===== src/rtl/rca_pipelined_if.sv =====
// Handshake and data bundle for rca_pipelined.
// The master drives operands and downstream ready. The slave is the adder.
interface rca_pipelined_if #(
  parameter int unsigned WIDTH = 32
);
  logic             iValid;
  logic             oReady;
  logic             iSub;
  logic             iC;
  logic [WIDTH-1:0] iA;
  logic [WIDTH-1:0] iB;
  logic             oValid;
  logic             iReady;
  logic [WIDTH-1:0] oS;
  logic             oC;
  logic             oV;

  modport master (
    output iValid, iSub, iC, iA, iB, iReady,
    input  oReady, oValid, oS, oC, oV
  );

  modport slave (
    input  iValid, iSub, iC, iA, iB, iReady,
    output oReady, oValid, oS, oC, oV
  );
endinterface


===== src/rtl/rca_pipelined.sv =====
// Pipelined ripple-carry add/subtract.
// The WIDTH-bit add is split into STAGES chunks of CW bits. Stage k adds chunk k
// and registers its carry for stage k+1. Operands travel alongside the partial
// sum, so the last stage holds a fully aligned result. All stages stall together
// whenever the output is full and downstream is not ready.
module rca_pipelined #(
  parameter int unsigned WIDTH  = 32,
  parameter int unsigned STAGES = 4
) (
  input logic            iClk,
  input logic            iRst_n,
  rca_pipelined_if.slave bus
);
  localparam int unsigned CW = WIDTH / STAGES;

  logic adv;

  // Per-stage registers. Entry k is the output of stage k.
  logic [STAGES-1:0] vld_q;
  logic [STAGES-1:0] c_q;
  logic [WIDTH-1:0]  a_q [STAGES];
  logic [WIDTH-1:0]  b_q [STAGES];
  logic [WIDTH-1:0]  s_q [STAGES];
  logic              ov_q;

  // Per-stage inputs and next-state values.
  logic [STAGES-1:0] vld_in;
  logic [STAGES-1:0] c_in;
  logic [STAGES-1:0] c_d;
  logic [WIDTH-1:0]  a_in [STAGES];
  logic [WIDTH-1:0]  b_in [STAGES];
  logic [WIDTH-1:0]  s_in [STAGES];
  logic [WIDTH-1:0]  s_d  [STAGES];
  logic [CW:0]       chunk;
  logic              msb_cin;
  logic              ov_d;

  // Global advance: the pipeline moves unless the output is stuck.
  assign adv        = ~vld_q[STAGES-1] | bus.iReady;
  assign bus.oReady = adv;

  assign bus.oValid = vld_q[STAGES-1];
  assign bus.oS     = s_q[STAGES-1];
  assign bus.oC     = c_q[STAGES-1];
  assign bus.oV     = ov_q;

  // Route each stage's inputs: stage 0 from the bus, others from the previous stage.
  always_comb begin
    vld_in[0] = bus.iValid;
    a_in[0]   = bus.iA;
    b_in[0]   = bus.iSub ? ~bus.iB : bus.iB;
    s_in[0]   = '0;
    c_in[0]   = bus.iC;
    for (int k = 1; k < STAGES; k++) begin
      vld_in[k] = vld_q[k-1];
      a_in[k]   = a_q[k-1];
      b_in[k]   = b_q[k-1];
      s_in[k]   = s_q[k-1];
      c_in[k]   = c_q[k-1];
    end
  end

  // Chunk adders: stage k replaces chunk k of the travelling partial sum.
  always_comb begin
    chunk   = '0;
    msb_cin = 1'b0;
    ov_d    = 1'b0;
    for (int k = 0; k < STAGES; k++) begin
      chunk = {1'b0, a_in[k][k*CW +: CW]} + {1'b0, b_in[k][k*CW +: CW]}
            + {{CW{1'b0}}, c_in[k]};
      s_d[k]              = s_in[k];
      s_d[k][k*CW +: CW]  = chunk[CW-1:0];
      c_d[k]              = chunk[CW];
    end
    // Carry into the MSB recovered from the MSB sum bit; overflow = cin ^ cout.
    msb_cin = s_d[STAGES-1][WIDTH-1] ^ a_in[STAGES-1][WIDTH-1] ^ b_in[STAGES-1][WIDTH-1];
    ov_d    = msb_cin ^ c_d[STAGES-1];
  end

  // Stage registers: shift on advance; data only loads for valid slots so bubbles
  // leave the previous contents (and thus the output data) untouched.
  always_ff @(posedge iClk or negedge iRst_n) begin
    if (!iRst_n) begin
      vld_q <= '0;
      c_q   <= '0;
      ov_q  <= 1'b0;
      for (int k = 0; k < STAGES; k++) begin
        a_q[k] <= '0;
        b_q[k] <= '0;
        s_q[k] <= '0;
      end
    end else if (adv) begin
      vld_q <= vld_in;
      for (int k = 0; k < STAGES; k++) begin
        if (vld_in[k]) begin
          a_q[k] <= a_in[k];
          b_q[k] <= b_in[k];
          s_q[k] <= s_d[k];
          c_q[k] <= c_d[k];
        end
      end
      if (vld_in[STAGES-1]) begin
        ov_q <= ov_d;
      end
    end
  end
endmodule


===== src/flat_wrapper.sv =====
// flat-port wrapper written by rule: the top's interface ports become plain ports
module rca_pipelined_flat 
#(
  parameter int unsigned WIDTH  = 32,
  parameter int unsigned STAGES = 4
)
  (iClk, iRst_n, bus_iValid, bus_iSub, bus_iC, bus_iA, bus_iB, bus_iReady, bus_oReady, bus_oValid, bus_oS, bus_oC, bus_oV);
  rca_pipelined_if #(.WIDTH(WIDTH)) bus_i ();
  input logic iClk;
  input logic iRst_n;
  input wire logic [$bits(bus_i.iValid)-1:0] bus_iValid;
  input wire logic [$bits(bus_i.iSub)-1:0] bus_iSub;
  input wire logic [$bits(bus_i.iC)-1:0] bus_iC;
  input wire logic [$bits(bus_i.iA)-1:0] bus_iA;
  input wire logic [$bits(bus_i.iB)-1:0] bus_iB;
  input wire logic [$bits(bus_i.iReady)-1:0] bus_iReady;
  output wire logic [$bits(bus_i.oReady)-1:0] bus_oReady;
  output wire logic [$bits(bus_i.oValid)-1:0] bus_oValid;
  output wire logic [$bits(bus_i.oS)-1:0] bus_oS;
  output wire logic [$bits(bus_i.oC)-1:0] bus_oC;
  output wire logic [$bits(bus_i.oV)-1:0] bus_oV;
  assign bus_i.iValid = bus_iValid;
  assign bus_i.iSub = bus_iSub;
  assign bus_i.iC = bus_iC;
  assign bus_i.iA = bus_iA;
  assign bus_i.iB = bus_iB;
  assign bus_i.iReady = bus_iReady;
  assign bus_oReady = bus_i.oReady;
  assign bus_oValid = bus_i.oValid;
  assign bus_oS = bus_i.oS;
  assign bus_oC = bus_i.oC;
  assign bus_oV = bus_i.oV;
  rca_pipelined #(.WIDTH(WIDTH), .STAGES(STAGES)) u_core (.iClk(iClk), .iRst_n(iRst_n), .bus(bus_i));
endmodule

===== config.mk =====
export PLATFORM = sky130hd
export DESIGN_NAME = rca_pipelined_flat
export DESIGN_NICKNAME = d
export VERILOG_FILES = /design/src/rtl/rca_pipelined_if.sv /design/src/rtl/rca_pipelined.sv /design/src/flat_wrapper.sv
export SDC_FILE = /design/constraint.sdc
export NUM_CORES = 1
export LEC_CHECK = 0
export CORE_ASPECT_RATIO = 2
export CORE_MARGIN = 2
export CORE_UTILIZATION = 57
export CTS_BUF_LIST = sky130_fd_sc_hd__clkbuf_8
export DETAILED_ROUTE_END_ITERATION = 7
export PLACE_DENSITY = 0.82
export SYNTH_ARGS = -nofsm -noshare
export SYNTH_HDL_FRONTEND = slang
export SYNTH_SLANG_ARGS = --single-unit

===== constraint.sdc =====
create_clock -name iClk -period 2.7 [get_ports iClk]
set_input_delay 0.54 -clock iClk [delete_from_list [all_inputs] [get_ports iClk]]
set_output_delay 0.54 -clock iClk [all_outputs]
set_load 0.05 [all_outputs]

==> results.toml, run 1 <==
[critical_path]
rrSetupSlack_ps = 300
reg2reg_depth = 10
cp-end-kind = "flip-flop"
crit_arrival_ps = 2890
critPathKind = "in2reg"
startpoint_type = "input pin"
rr_endpoint = "u_core.bus.oV"
crit_end = "u_core.s_d[70]"
required_ps = 3050
crit_path_start = "bus_iB[0]"
regToRegStartpoint = "u_core.c_q[2]"
cp_max_fo = 2

[timing]
rsz0062_at_grt = "no"
holdWs_ps = 46.3
slew_viol_final = 0
period_needed_ps = 2540
fin_skew_ps = 14.9
setup_tns_ps = 0
finalHoldViolations = 0
max_freq_mhz = 394
worst_pin_slew_ps = 637
setup_viol = 0
slew_headroom = 0.574
min_period_over_period = 0.940

[route]
drt_wl_total_um = 16500
drc = 0
drtPass1Iterations = 4
avgViaCountPerCell = 5.42
vias = 5282
ant_nets = 0
avgRoutedWirePerCell_um = 16.9
drt_iter0_drc = 197

[synth]
yosysWarnings = 0
yosysTopAreaCellShare = 0.555
synthCells = 663
avgSynthCellArea_um2 = 12.6
yosysUniqueCellTypes = 40
syn_area_um2 = 8350
syn_nets = 769
ys_seq_elements = 185
synthTopCellsByArea = "dfrtp_1 (55%), mux2_2 (17%), ha_1 (4.2%), o21ai_0 (4.0%), xnor2_1 (3.6%)"
seq_area_frac_synth = 0.555
yosys.area.top_type = "dfrtp_1"

[clock_tree]
cts_tree = "yes"
clkSinkCount = 185
root_buffer = "clkbuf_8"
hold_buffers = 0
clkTransAtPathRegs_ps = 100
cts_made_buffers = 17
cts_max_level = 4
clk_latency_ps = 460
clockBufferDepth = 2
cts_resized = 0
post_cts_buffers = 0

[die]
core_area_um2 = 14400
ios = 106
start_util = 0.582
die_h_um = 175
rows = 62
die_x_um = 89.6
dieArea_um2 = 15700

[global_route]
overflow = 0
grt_pass1_vias = 5779
antenna_found_initial = 0
grt_usage = 0.227
grt_max_degree = 65
grt_first_pass_wirelength_um = 27200

[layout]
antenna_cells = 0
final_cell_mix = "dfrtp_1 (185), mux2_2 (123), clkdlybuf4s50_1 (102), o21ai_0 (66), nand2_1 (55)"
final-instance-count-excl-fill = 975
area_delta_synth_final_pct = 20.8
layout_commonest_cell = "dfrtp_1"
nets = 876
drive_gt1_frac = 0.238

[power_and_ir_drop]
p_total_mw = 12.4
p_sw_mw = 4.93
seqPwrFrac = 0.382
swShare = 0.398
pwr-share-comb = 0.474
ir_drop_mv = 0.759
clockPowerShare = 0.144
power_density_nw_per_um2 = 1230
p_leak_nw = 4.48
intPower_mw = 7.46

[run_status]
outcome = "finished clean"

[worst_hold_path]
min_path_type = "in2async"

[placement]
port_buffers = 105
dpl.hpwl_um = 11800
routabilityCongestion = 0.837
placed_cells = 943

[run]
max-cap-violations = 0
[logic make-up (layout without fill, tap and decap cells)]
group                    Yosys count  after routing  synth area share
AO/OA/AOI/OAI                    114            114            0.0822
XOR/XNOR                          53             53            0.0573
buffers and inverters             55            175            0.0273
adder cells (fa/ha/maj)           36             36            0.0612
AND/OR/NAND/NOR                   96             96            0.0502
flip-flops                       185            185             0.555
multiplexers                     124            124             0.167
[stage by stage]
| step | setup WS [ps] | cell area, um^2 | util |
|---|---|---|---|
| floorplan | 9.50 | 8350 | - |
| global placement | -162 | 9700 | 0.676 |
| detailed placement | -257 | 9700 | 0.676 |
| CTS | 171 | 10100 | 0.703 |
| global route | 60.5 | 10100 | 0.703 |
| finish | 162 | 10100 | 0.703 |
[worst min-delay path by stage]
stage / cells past startpoint / from / slack [ps] / endpoint
CTS: 1 / iRst_n / 50 / u_core.bus.oS[30]
floorplan: 0 / iRst_n / 240 / u_core.a_in[24]
global route: 1 / iRst_n / 70 / u_core.s_d[0]
global placement: 2 / u_core.s_d[47] / 460 / u_core.s_d[47]
detailed placement: 2 / u_core.s_d[23] / 470 / u_core.s_d[23]
finish: 1 / iRst_n / 50 / u_core.s_d[0]
[synthesized netlist by cell type, drive strengths merged]
library cell,count
mux2i,1
nand3,2
o41a,1
nor2b,3
o21a,3
nor2,11
or2b,1
a22oi,1
ha,28
nand2,59
nand4,3
o31ai,5
xnor3,1
mux2,123
nor3b,1
a211o,1
o311ai,1
inv,25
a21oi,19
a21boi,1
o21ai,67
o21bai,3
o211ai,1
a211oi,5
xor2,18
nor3,5
dfrtp,185
xnor2,34
fa,8
clkbuf,13
a21o,6
or2,3
buf,17
nand2b,6
and3,2
[routing by layer]
layer  GRT usage  part of all wire  up-vias
met2       0.411              0.58      101
met4      0.0945             0.031        0
met3      0.0402             0.029       29
met5           0                 0        -
li1            -                 -     2495
met1       0.253              0.36     2657
[critical path: stages]
cell and delay [ps]:
clkdlybuf4s50_1 420, xnor2_1 140, fa_1 410, fa_1 400, nand2b_1 160, a21oi_1 170
o21ai_0 130, a21boi_0 190, nor3_1 60, o31ai_1 260
[sequential cells by signal, indices dropped and copies added (netlist names)]
signal	cells
u_core.bus.oV	1
u_core.vld_q	4
u_core.b_in	48
u_core.s_d	48
u_core.c_q	4
u_core.bus.oS	32
u_core.a_in	48
[cell type report]
cell class | instances | area [um^2]
Fill cell | 1029 | 4270
Inverter | 25 | 93.8
Timing Repair Buffer | 118 | 1230
Sequential cell | 185 | 4630
Clock buffer | 17 | 234
Clock inverter | 15 | 154
Tap cell | 192 | 240
Multi-Input combinational cell | 423 | 3500
[power by group through the flow]
stage	clock, mW	sequential (mW)	combinational (mW)
after global placement	0	4.70	5.62
after global routing	1.96	4.87	6.38
after CTS	1.83	4.74	5.92
final	1.78	4.73	5.87
after detailed placement	0	4.80	5.88
after floorplan	0	5.40	3.51
No activity file was read; power rests on OpenSTA's default activity.
==> run 2: changes to the inputs <==
Settings changed: SKIP_CTS_REPAIR_TIMING from default to 1.
==> results of run 2 <==
No change in the layout: final DEF, timing and power equal those of run 1.
==> variant 1: new RTL, settings of run 1 <==
`STAGES` is set to 4 in 2 places; all go to 2.
--- a/src/rtl/rca_pipelined.sv
+++ b/src/rtl/rca_pipelined.sv
@@ -6,5 +6,5 @@
 module rca_pipelined #(
   parameter int unsigned WIDTH  = 32,
-  parameter int unsigned STAGES = 4
+  parameter int unsigned STAGES = 2
 ) (
   input logic            iClk,
--- a/src/flat_wrapper.sv
+++ b/src/flat_wrapper.sv
@@ -3,5 +3,5 @@
 #(
   parameter int unsigned WIDTH  = 32,
-  parameter int unsigned STAGES = 4
+  parameter int unsigned STAGES = 2
 )
   (iClk, iRst_n, bus_iValid, bus_iSub, bus_iC, bus_iA, bus_iB, bus_iReady, bus_oReady, bus_oValid, bus_oS, bus_oC, bus_oV);
Behaviour: not the same (a bounded check fails within 4 cycles, from zero or initial values and one cycle with iRst_n low).
==> variant 1 against run 1 <==
Cell count fell by 24%; register-to-register slack got worse by 0.23 ns; area after synthesis fell by 42%; sequential cell count fell by 100; cell area fell by 35%; first-iteration DRC count rose by 19%; routed wire length fell by 28%; worst setup slack got worse by 0.087 ns; sequential share of layout area fell by 13 points; synthesized cell count fell by 24%; power fell by 53%; maximum frequency fell by 3.3%; critical path type is now flop to flop; highest routed layer unchanged.
==> variant 1: results (changes against run 1) <==
- Met2 wire length: 6820 um (-28%)
- Cells after Synth: 503 (-24%)
- Slowest stage delay, CP: 0.52 ns (+0.10 ns)
- Beginning of the worst register-to-register path: u_core.b_in[16]
- Placed Area: 6270 um^2 (-35%)
- Met1 usage: 25.5% (+0.26 points)
- Slowest CP cell: fa_1
- Pre-CTS WS: -0.411 ns (-0.154 ns)
- CP delay by family, top: compound AO/OA/AOI/OAI gates
- FF-to-FF setup slack: 0.07 ns (-0.23 ns)
- Final wirelength: 11,800 um (-28%)
- Area share of xor/xnor cells in the synthesized design: 10.2% (+4.5 points)
- Compound-cell area share of the yosys netlist: 15.7% (+7.4 points)
- Worst-path maximum fanout: 4 (+2)
- Status: finished, final reports clean
- Total track usage: 25.9% (+3.1 points)
- Met3 WL: 418 um (-14%)
- Global Route met2 Usage: 50.6% (+9.5 points)
- Adder-cell area share of the yosys netlist: 9.36% (+3.2 points)
- Unique masters post-synth: 52 (+30%)
- Clock latency on the worst-skew pair: 0.36 ns (-0.10 ns)
- Drt initial violations: 235 (+19%)
- Skew final: 0.00858 ns (-0.00630 ns)
- HPWL Detailed: 9210 um (-22%)
- Drt first pass iters: 7 (+3)
- Post-synth net total: 607 (-21%)
- Worst R2R Path Depth: 8 (-2)
- Worst setup path endpoint: u_core.bus.oS[29]
- Met1 WL: 4180 um (-30%)
## variant 1: cell types whose count changed in the layout (fill, tap and decap cells not counted), sizes merged, moves of 4 or more
cell	before	now
clkbuf	17	11
nand2	59	105
xor2	18	27
nor2b	3	7
xnor2	34	29
clkinv	6	2
buf	16	38
fa	8	4
inv	33	12
mux2	123	19
o21ai	67	61
dfrtp	185	85
## variant 1: worst min-delay path by stage
stage	start	end	depth (start not counted)	slack (ns)
6_report	iRst_n	u_core.s_d[7]	1	0.17
5_1_grt	iRst_n	u_core.s_d[1]	1	0.22
4_1_cts	iRst_n	u_core.bus.oS[7]	1	0.18
3_5_place_dp	u_core.s_d[15]	u_core.s_d[15]	2	0.47
3_3_place_gp	u_core.s_d[3]	u_core.s_d[3]	2	0.46
2_1_floorplan	iRst_n	u_core.a_in[16]	0	0.24
## variant 1: worst reg2reg max path: stages, from the launching register on
cell	delay, ns
dfrtp_1	0.40
fa_1	0.52
a211oi_1	0.26
o21ai_1	0.15
o311a_1	0.41
a211o_2	0.35
a21oi_1	0.20
xor2_1	0.16
o21ai_1	0.07
## variant 1: area by class of cell
class / instances / area, um^2 / share of cell area, %
Multi-Input combinational cell: 386 / 2680 / 41.0
Clock buffer: 11 / 151 / 2.32
Sequential cell: 85 / 2130 / 32.6
Tap cell: 98 / 123 / 1.88
Inverter: 12 / 45.0 / 0.690
Clock inverter: 5 / 58.8 / 0.901
Timing Repair Buffer: 140 / 1340 / 20.6
## variant 1: where the power goes
| group | leakage (nW) | internal, mW | switching [mW] |
|---|---|---|---|
| Sequential | 1.04 | 1.68 | 0.237 |
| Combinational | 1.82 | 1.20 | 1.79 |
| Clock | 0.102 | 0.478 | 0.467 |
| Total | 2.97 | 3.36 | 2.49 |
==> variant 2: new RTL, settings of run 1 <==
Made on the original files. Make the reset (`iRst_n`) synchronous in one clocked block.
--- a/src/rtl/rca_pipelined.sv
+++ b/src/rtl/rca_pipelined.sv
@@ -80,5 +80,5 @@
   // Stage registers: shift on advance; data only loads for valid slots so bubbles
   // leave the previous contents (and thus the output data) untouched.
-  always_ff @(posedge iClk or negedge iRst_n) begin
+  always_ff @(posedge iClk) begin
     if (!iRst_n) begin
       vld_q <= '0;
Formal check against the unedited RTL: differs if iRst_n is asserted again (counterexample within 10 cycles, from zero or initial values and one cycle with iRst_n low); with iRst_n held inactive, the same outputs for 10 cycles.
==> variant 2 against run 1 <==
Maximum frequency fell by 0.23%; routed wire length fell by 27%; die area fell by 1.1%; area after synthesis fell by 1.1%; cell area fell by 1.2%; synthesized cell count fell by 8.3%; worst setup slack got worse by 0.0059 ns; sequential cell count did not move; critical path type unchanged; critical endpoint is now u_core.s_q[0][6].
Power is not compared: it rests on default switching activity, and its combinational part moved more than twofold at a synthesized area within 25%.
==> variant 2: results (changes against run 1) <==
- Clock transition at path regs: 0.10 ns (about the same)
- Routability congestion estimate: 0.845 (+1.0%)
- Drt initial violations: 188 (-4.6%)
- Slew @ Worst Pin: 0.627 ns (-0.0103 ns)
- Sw frac: 25.1%
- FF-to-FF setup slack: 0.41 ns (+0.11 ns)
- HP Class: flop to flop
- Post-synth net total: 714 (-7.2%)
- Status: finished, final reports clean
- WHS: 0.469 ns (+0.423 ns)
- Vias in the first global route: 4,543 (-21%)
- Total track usage: 16.5% (-6.3 points)
- Ys async rst share: 0% (-100 points)
- Unique masters post-synth: 40 (unchanged)
- Antenna violations before repair: 0 (unchanged)
- Slowest CP cell: clkdlybuf4s50_1
- CP arrival: 2.74 ns (-0.15 ns)
- Placed Area: 9600 um^2 (-0.99%)
- CTS resizes: 0 (unchanged)
- Fillers: 1,054 (+2.4%)
- Slowest stage delay, CP: 0.47 ns (+0.05 ns)
- HPWL Detailed: 9020 um (-24%)
- Leak: 3.85 nW
- Largest net degree at the start of global routing: 49 (-25%)
- Post-Syn Area per Cell: 13.6 um^2 (+7.9%)
- IO Port Bufs: 105 (unchanged)
- Sequential-to-total area share from yosys stat: 66.2% (+11 points)
- Max clock buf depth: 2 (unchanged)
- Final net count: 828 (-5.5%)
- Skew final: 0.00954 ns (-0.00535 ns)
- Placed cell count: 895 (-5.1%)
- Storage cell area: 5470 um^2 (+18%)
- Non-Filler Instances: 927 (-4.9%)
- Top post-synthesis cells by area: edfxtp_1, and2_1, ha_1
- Top cells by count, synth: edfxtp_1, and2_1, nor2_1
- Post-synth EDFFs: 176 (+176)
- Vias: 4,578 (-13%)
- Final wirelength: 12,000 um (-27%)
- Drt first pass iters: 5 (+1)
- # diodes: 0 (unchanged)
- Top Registers: u_core.s_q x80, u_core.a_q x48, u_core.b_q x48
- Global-route wire length before repair: 19,600 um (-28%)
- Root Buffer: clkbuf_8
- Share of cells above drive strength 1: 7.62% (-16 points)
- Synth Warn #: 0 (unchanged)
## variant 2: cell type report
type / count / share of cell area, %
Clock buffer: 17 / 2.35
Sequential cell: 185 / 54.8
Clock inverter: 15 / 1.33
Timing Repair Buffer: 117 / 12.0
Tap cell: 192 / 2.41
Multi-Input combinational cell: 380 / 26.3
Inverter: 21 / 0.791
## variant 2: worst max-delay path: cells and delay by family
family                   cells  cell delay, ns
AO/OA/AOI/OAI                4            0.68
AND/OR/NAND/NOR              1            0.06
XOR/XNOR                     2            0.30
buffers and inverters        2            0.53
adder cells (fa/ha/maj)      2            0.64
## variant 2: worst paths after layout
path | startpoint | to | cells after the start
setup / recovery | bus_iB[0] | u_core.s_q[0][6] | 11
hold / removal | u_core.bus.oV | u_core.bus.oV | 2
setup reg to reg | u_core.a_q[0][48] | u_core.s_q[0][86] | 9
hold reg to reg | u_core.bus.oV | u_core.bus.oV | 2
## variant 2: power by group through the flow
stage               combinational, mW  clock, mW  sequential [mW]
floorplan                       0.393          0             3.52
global placement                0.709          0             3.43
detailed placement              0.733          0             3.45
CTS                             0.738       1.72             3.38
global route                    0.807       1.83             3.40
finish                          0.732       1.69             3.38
## variant 2: cells by family (layout without fill, tap and decap cells)
group / after synthesis / after routing / share of synthesized area, %
simple gates: 233 / 233 / 15.2
buf+inv: 43 / 170 / 2.11
flops: 185 / 185 / 66.2
compound gates: 59 / 59 / 4.62
xor+xnor: 49 / 49 / 5.29
mux: 3 / 3 / 0.409
fa+ha+maj: 36 / 36 / 6.18
## variant 2: per-stage QoR
step	setup TNS (ns)	setup slack [ns]	total power [mW]
floorplan	0	0.00177	3.91
global placement	-0.229	-0.212	4.14
detailed placement	-0.451	-0.301	4.18
CTS	0	0.196	5.84
global route	0	0.0470	6.04
finish	0	0.156	5.80
## variant 2: layer usage
metal / vias up / part of all wire [%] / global-route usage [%] / wire length (um)
met4: 0 / 2.1 / 7.77 / 257
met3: 15 / 4.2 / 3.66 / 504
met2: 126 / 58 / 31.1 / 6930
met5: - / 0 / 0 / 0
met1: 2106 / 36 / 16.0 / 4300
li1: 2331 / - / - / -
